### config.mk
export PLATFORM = sky130hd
export DESIGN_NAME = grf
export DESIGN_NICKNAME = d
export VERILOG_FILES = /design/src/rtl/grf.sv
export SDC_FILE = /design/constraint.sdc
export NUM_CORES = 2
export LEC_CHECK = 0
export BUFFER_PORTS_ARGS = -buffer_cell sky130_fd_sc_hd__buf_2
export CORE_UTILIZATION = 30
export CTS_CLUSTER_DIAMETER = 100
export DETAILED_ROUTE_END_ITERATION = 8
export HOLD_SLACK_MARGIN = 0.08
export MAX_ROUTING_LAYER = met4
export PLACE_DENSITY = 0.48
export SYNTH_ARGS = -nofsm -noshare
export SYNTH_HDL_FRONTEND = slang
export SYNTH_SLANG_ARGS = --single-unit
### constraint.sdc
create_clock -name clk -period 2.4 [get_ports clk]
set_clock_uncertainty 0.2 [all_clocks]
set_input_delay 0.36 -clock clk [delete_from_list [all_inputs] [get_ports clk]]
set_output_delay 0.36 -clock clk [all_outputs]
set_load 0.01 [all_outputs]
### src/rtl/grf.sv
// 32 x 32 general register file: two combinational read ports, one synchronous write port, $0 hardwired to zero.
// Optional same-cycle write-through on the read ports when GRF_BYPASS_EN is defined.
module grf #(
  parameter int DATA_W = 32,
  parameter int ADDR_W = 5
) (
  input  logic              clk,
  input  logic              reset,
  input  logic [ADDR_W-1:0] grf_RA1,
  input  logic [ADDR_W-1:0] grf_RA2,
  input  logic [ADDR_W-1:0] grf_WA,
  input  logic [DATA_W-1:0] grf_WD,
  input  logic              grf_WE,
  input  logic [31:0]       grf_PC,
  output logic [DATA_W-1:0] grf_RD1,
  output logic [DATA_W-1:0] grf_RD2
);

  localparam int DEPTH = 1 << ADDR_W;

  logic [DATA_W-1:0] regs_q [DEPTH];
  logic [DATA_W-1:0] regs_d [DEPTH];
  logic              wr_en;

  // reset wins over a coincident write; $0 is never a write target
  assign wr_en = !reset && grf_WE && (grf_WA != '0);

  always_comb begin
    regs_d = regs_q;
    if (reset) begin
      regs_d = '{default: '0};
    end else if (wr_en) begin
      regs_d[grf_WA] = grf_WD;
    end
  end

  always_ff @(posedge clk) begin
    regs_q <= regs_d;
  end

  always_comb begin
    grf_RD1 = (grf_RA1 == '0) ? '0 : regs_q[grf_RA1];
    grf_RD2 = (grf_RA2 == '0) ? '0 : regs_q[grf_RA2];
`ifdef GRF_BYPASS_EN
    if (wr_en && (grf_WA == grf_RA1)) grf_RD1 = grf_WD;
    if (wr_en && (grf_WA == grf_RA2)) grf_RD2 = grf_WD;
`endif
  end

`ifndef SYNTHESIS
  always @(posedge clk) begin
    if (wr_en) $display("@%h: $%d <= %h", grf_PC, grf_WA, grf_WD);
  end
`endif

endmodule

After elaboration in Yosys (flattened, before gate mapping)
Cells that the tools add are included.

Register bits: 1024. Output and inout bits: 64.

Magnitude comparators: 4. Multiplexer cells: 11. Bitwise operators: 3. Reduce and logical (&&, ||, !) cells: 7.

Operator list (number): $bwmux 1024 (1); $bmux 32 s5 (2); $mux 32 (7); $demux 32 s5 (1); $ge 6x6->1 const B (3); $not 5->6 (3); $logic_not 5->1 (2); $lt 6x1->1 const B (1); $reduce_bool 5->1 (1); $logic_and 1x1->1 (3); $logic_not 1->1 (1).

Logic depth before layout (Yosys ltp)
Word-level depth: 6. Depth in mapped cells: 9. Gate-level depth less buffers: 4.

Worst setup path after synthesis
No wires, ideal clock.

Path type: input to output. Start point: in grf_RA1[0]. End point: out grf_RD1[10]. Data arrival time: 2.022 ns. Required time: 1.840 ns. Slack: -0.182 ns. Stages on the path: 7. Buffers on the path: 4. Cells stage by stage: buf_4 > buf_4 > buf_6 > buf_2 > mux4_2 > a211oi_1 > nor3_1.

Cells in the longest elaborated chain, start to end: 5.

Ends and longest elaborated chain: start: declaration (RTL line 9) `input logic [ADDR_W-1:0] grf_RA1,`; $not 5->6 (implied by the code) (RTL line 42) `grf_RD1 = (grf_RA1 == '0) ? '0 : regs_q[grf_RA1];`; $bmux 32 s5 (RTL line 42); $mux 32 (implied by the code) (2 in a row) (RTL line 42); $mux 32 * (RTL line 42); end: declaration (RTL line 15) `output logic [DATA_W-1:0] grf_RD1,`.

Mark *: on every way between the ends. The rest lies on a longest branch, timed or not. The select of a mux whose other input is x is not followed.

Worst setup path in the final report
Start point: reg regs_q[196] in the netlist's numbering. End point: out grf_RD2[4].

Cells in the longest elaborated chain, start to end: 4.

Ends and longest elaborated chain: start: declaration (RTL line 21) `logic [DATA_W-1:0] regs_q [DEPTH];`; start signal: assignment (RTL line 38) `regs_q <= regs_d;`; $bmux 32 s5 (RTL line 43) `grf_RD2 = (grf_RA2 == '0) ? '0 : regs_q[grf_RA2];`; $mux 32 (implied by the code) (2 in a row) (RTL line 43); $mux 32 (RTL line 43); end: declaration (RTL line 16) `output logic [DATA_W-1:0] grf_RD2`.

No other way between the ends. The select of a mux whose other input is x is not followed.

==> flow_metrics.py <==
metrics = {
    "run_status": {
        "status": "complete, but fails checks",
        "violations": "setup timing",
    },
    "timing": {
        "max_freq_mhz": 311,
        "worstMarginPinSlew_ps": 1350,
        "fin_ws_ps": -810,
        "slew_viol_final": 0,
        "fin_crit_sh": 1.34,
        "holdWs_ps": 185,
        "rsz0062_at_grt": "yes",
        "min_period_ps": 3210,
        "relSlewSlack": 0.103,
        "finalSetupViolations": 64,
        "setup_tns_ps": -39510,
        "finalHoldViolCount": 0,
    },
    "cells_and_area": {
        "final_cell_mix": "1992 x nand2_1, 1023 x a21oi_1, 834 x dfxtp_1, 610 x buf_4, 407 x mux4_2",
        "final_core_util": 0.394,
        "top_regs": "regs_q (1024)",
        "largest_register_ff_count": 1024,
        "final_common_cell": "nand2_1",
        "top_register": "regs_q",
        "drive_gt1_frac": 0.315,
        "layout.nets": 6420,
        "syn2layout_area_growth_pct": 30.5,
    },
    "die": {
        "dieArea_um2": 174000,
        "pin_count": 146,
        "num_rows": 152,
        "dieWidth_um": 417,
        "core_area_um2": 171000,
        "initial_core_util": 0.302,
        "die_y_um": 417,
    },
    "global_route": {
        "grt_max_degree": 217,
        "track_usage": 0.257,
        "grt_pass1_vias": 46000,
        "grt_pass1_wl_mm": 324,
        "grt_overflow": 0,
        "antenna_found_initial": 5,
    },
    "routing": {
        "drt_first_pass_iters": 5,
        "wl_per_cell_um": 25.6,
        "ant_nets": 0,
        "first_iter_violations": 4790,
        "wl_mm": 224,
        "num_vias": 47700,
        "drc": 0,
        "viasPerCell": 5.46,
    },
    "pwr": {
        "p_sw_frac": 0.260,
        "p_leak_nw": 23.5,
        "p_sw_mw": 10.3,
        "power_mw": 39.6,
        "power_frac_clock": 0.465,
        "intPower_mw": 29.3,
        "seq_power_share": 0.432,
        "power_frac_comb": 0.103,
        "power_density_nw_per_um2": 586,
        "ir_drop_uv": 589,
    },
    "synth": {
        "synth_nets": 5991,
        "synth_cell_types": 45,
        "avgSynthCellArea_um2": 8.75,
        "synth_async_sr_flop_share": 0,
        "syn_inst": 5909,
        "yosysWarnings": 0,
        "synth.yosys.seq_area_share": 0.396,
        "ys_seq_elements": 1024,
        "synth_edf_count": 0,
        "syn_area_um2": 51700,
        "yosys_most_used_dff": "dfxtp_1",
    },
    "critical_path": {
        "path_cells": "mux4_2, mux4_2, o22ai_1, nor3_1, buf_2",
        "worstSetupPathType": "reg2out",
        "cp.arrival_ps": 2650,
        "crit_slowest_cell": "mux4_2",
        "crit_family": "multiplexers",
        "crit_buf_inv": 1,
        "cp_max_fo": 3,
        "endpoint_kind": "output pin",
        "crit_start": "regs_q[196]$_SDFFE_PP0P_",
        "timing.rr.start": "regs_q[288]$_SDFFE_PP0P_",
        "cp.required_ps": 1840,
        "startpoint_type": "flip-flop",
        "cp_common_cell": "mux4_2",
        "cpPeakStageDelay_ps": 560,
    },
    "place": {
        "port_buffers": 113,
        "dp_hpwl_mm": 142,
        "place_congestion": 0.922,
        "post-place-ws_ps": -1070,
    },
    "clock_tree": {
        "htreeDepth": 3,
        "cts_buffers": 110,
        "clk_path_buf_depth": 3,
        "cts_sinks": 1024,
        "clock_latency_ps": 750,
        "cts_tree": "built",
        "clkTransAtPathRegs_ps": 60,
        "clock-root-buffer": "clkbuf_16",
    },
    "worst_hold_path": {
        "holdCritPathClass": "in2reg",
        "hold_start": "grf_WA[2]",
    },
    "job": {
        "maxCapViolCount": 0,
    },
}
## power groups by stage
stage          clock [mW]  combinational (mW)  sequential, mW
2_1_floorplan           0                1.91            17.5
3_3_place_gp            0                3.69            17.5
3_5_place_dp            0                3.69            17.5
4_1_cts              18.6                3.98            17.1
5_1_grt              19.2                4.22            17.1
6_report             18.4                4.09            17.1
## worst min-delay path, delay by kind of cell
kind / cells / cell delay, ps
buffers and inverters: 3 / 530
AND/OR/NAND/NOR: 2 / 140
AO/OA/AOI/OAI: 1 / 50
## synthesized netlist by cell type (7+ instances only)
| cell | count | area [µm²] |
|---|---|---|
| nand2_1 | 2006 | 7530 |
| a21oi_1 | 1024 | 5120 |
| dfxtp_1 | 1024 | 20500 |
| clkbuf_1 | 421 | 1580 |
| mux4_2 | 407 | 9170 |
| mux2i_1 | 246 | 2460 |
| buf_2 | 128 | 641 |
| nor2b_1 | 74 | 463 |
| a22oi_1 | 64 | 480 |
| a211oi_1 | 55 | 413 |
| a22o_1 | 54 | 473 |
| nor3_1 | 53 | 265 |
| o22ai_1 | 49 | 307 |
| buf_1 | 41 | 154 |
| mux2_2 | 41 | 462 |
| buf_4 | 30 | 225 |
| o221ai_1 | 27 | 236 |
| a2111oi_0 | 26 | 228 |
| and2_1 | 20 | 125 |
| nor4_1 | 17 | 106 |
| o32ai_1 | 14 | 123 |
| or3_1 | 11 | 68.8 |
| nor3_2 | 10 | 100 |
| nand3_1 | 9 | 45.0 |
| buf_6 | 7 | 78.8 |
| nor2_1 | 7 | 26.3 |
## final cells by class
type	count	area, µm²
fillers	16800	104000
clock buffers	158	3250
inverters	2	7.51
diodes	3	7.51
multi-input cells	4256	30900
flip-flops and latches	1024	20700
well taps	2310	2890
repair buffers	944	9120
clock inverters	44	549
## path summary, 6_finish.rpt
path                              end  slack [ps]  depth (start not counted)
max                        grf_RD2[4]        -810                          5
min          regs_q[935]$_SDFFE_PP0P_         190                          6
max reg2reg  regs_q[288]$_SDFFE_PP0P_        1040                          3
min reg2reg  regs_q[440]$_SDFFE_PP0P_         260                          2
## kinds of logic after synthesis
group | share of synthesized area
flip-flops | 0.396
buffers and inverters | 0.0520
AO/OA/AOI/OAI | 0.144
AND/OR/NAND/NOR | 0.174
multiplexers | 0.234
## repair_timing
item,4_1_cts,5_1_grt
pin swaps,119,35
hold endpoints to repair,997,0
setup buffers,32,20
cloned,2,2
resized for setup,432,127
hold buffers,34,0
setup endpoints to repair,64,65
## stage by stage
stage / cells / area (µm²)
after global routing: 8741 / 67500
after CTS: 8724 / 66900
after global placement: 8471 / 60700
after detailed placement: 8471 / 60700
final: 8741 / 67500
after floorplan: 5909 / 52200
## per-layer routing
layer | share of wire | track usage | routed length [µm]
met1 | 0.41 | 0.329 | 92800
met2 | 0.48 | 0.411 | 106000
met3 | 0.068 | 0.0309 | 15100
met4 | 0.043 | 0.108 | 9620
met5 | 0 | - | 0
(Power assumes the default switching activity.)
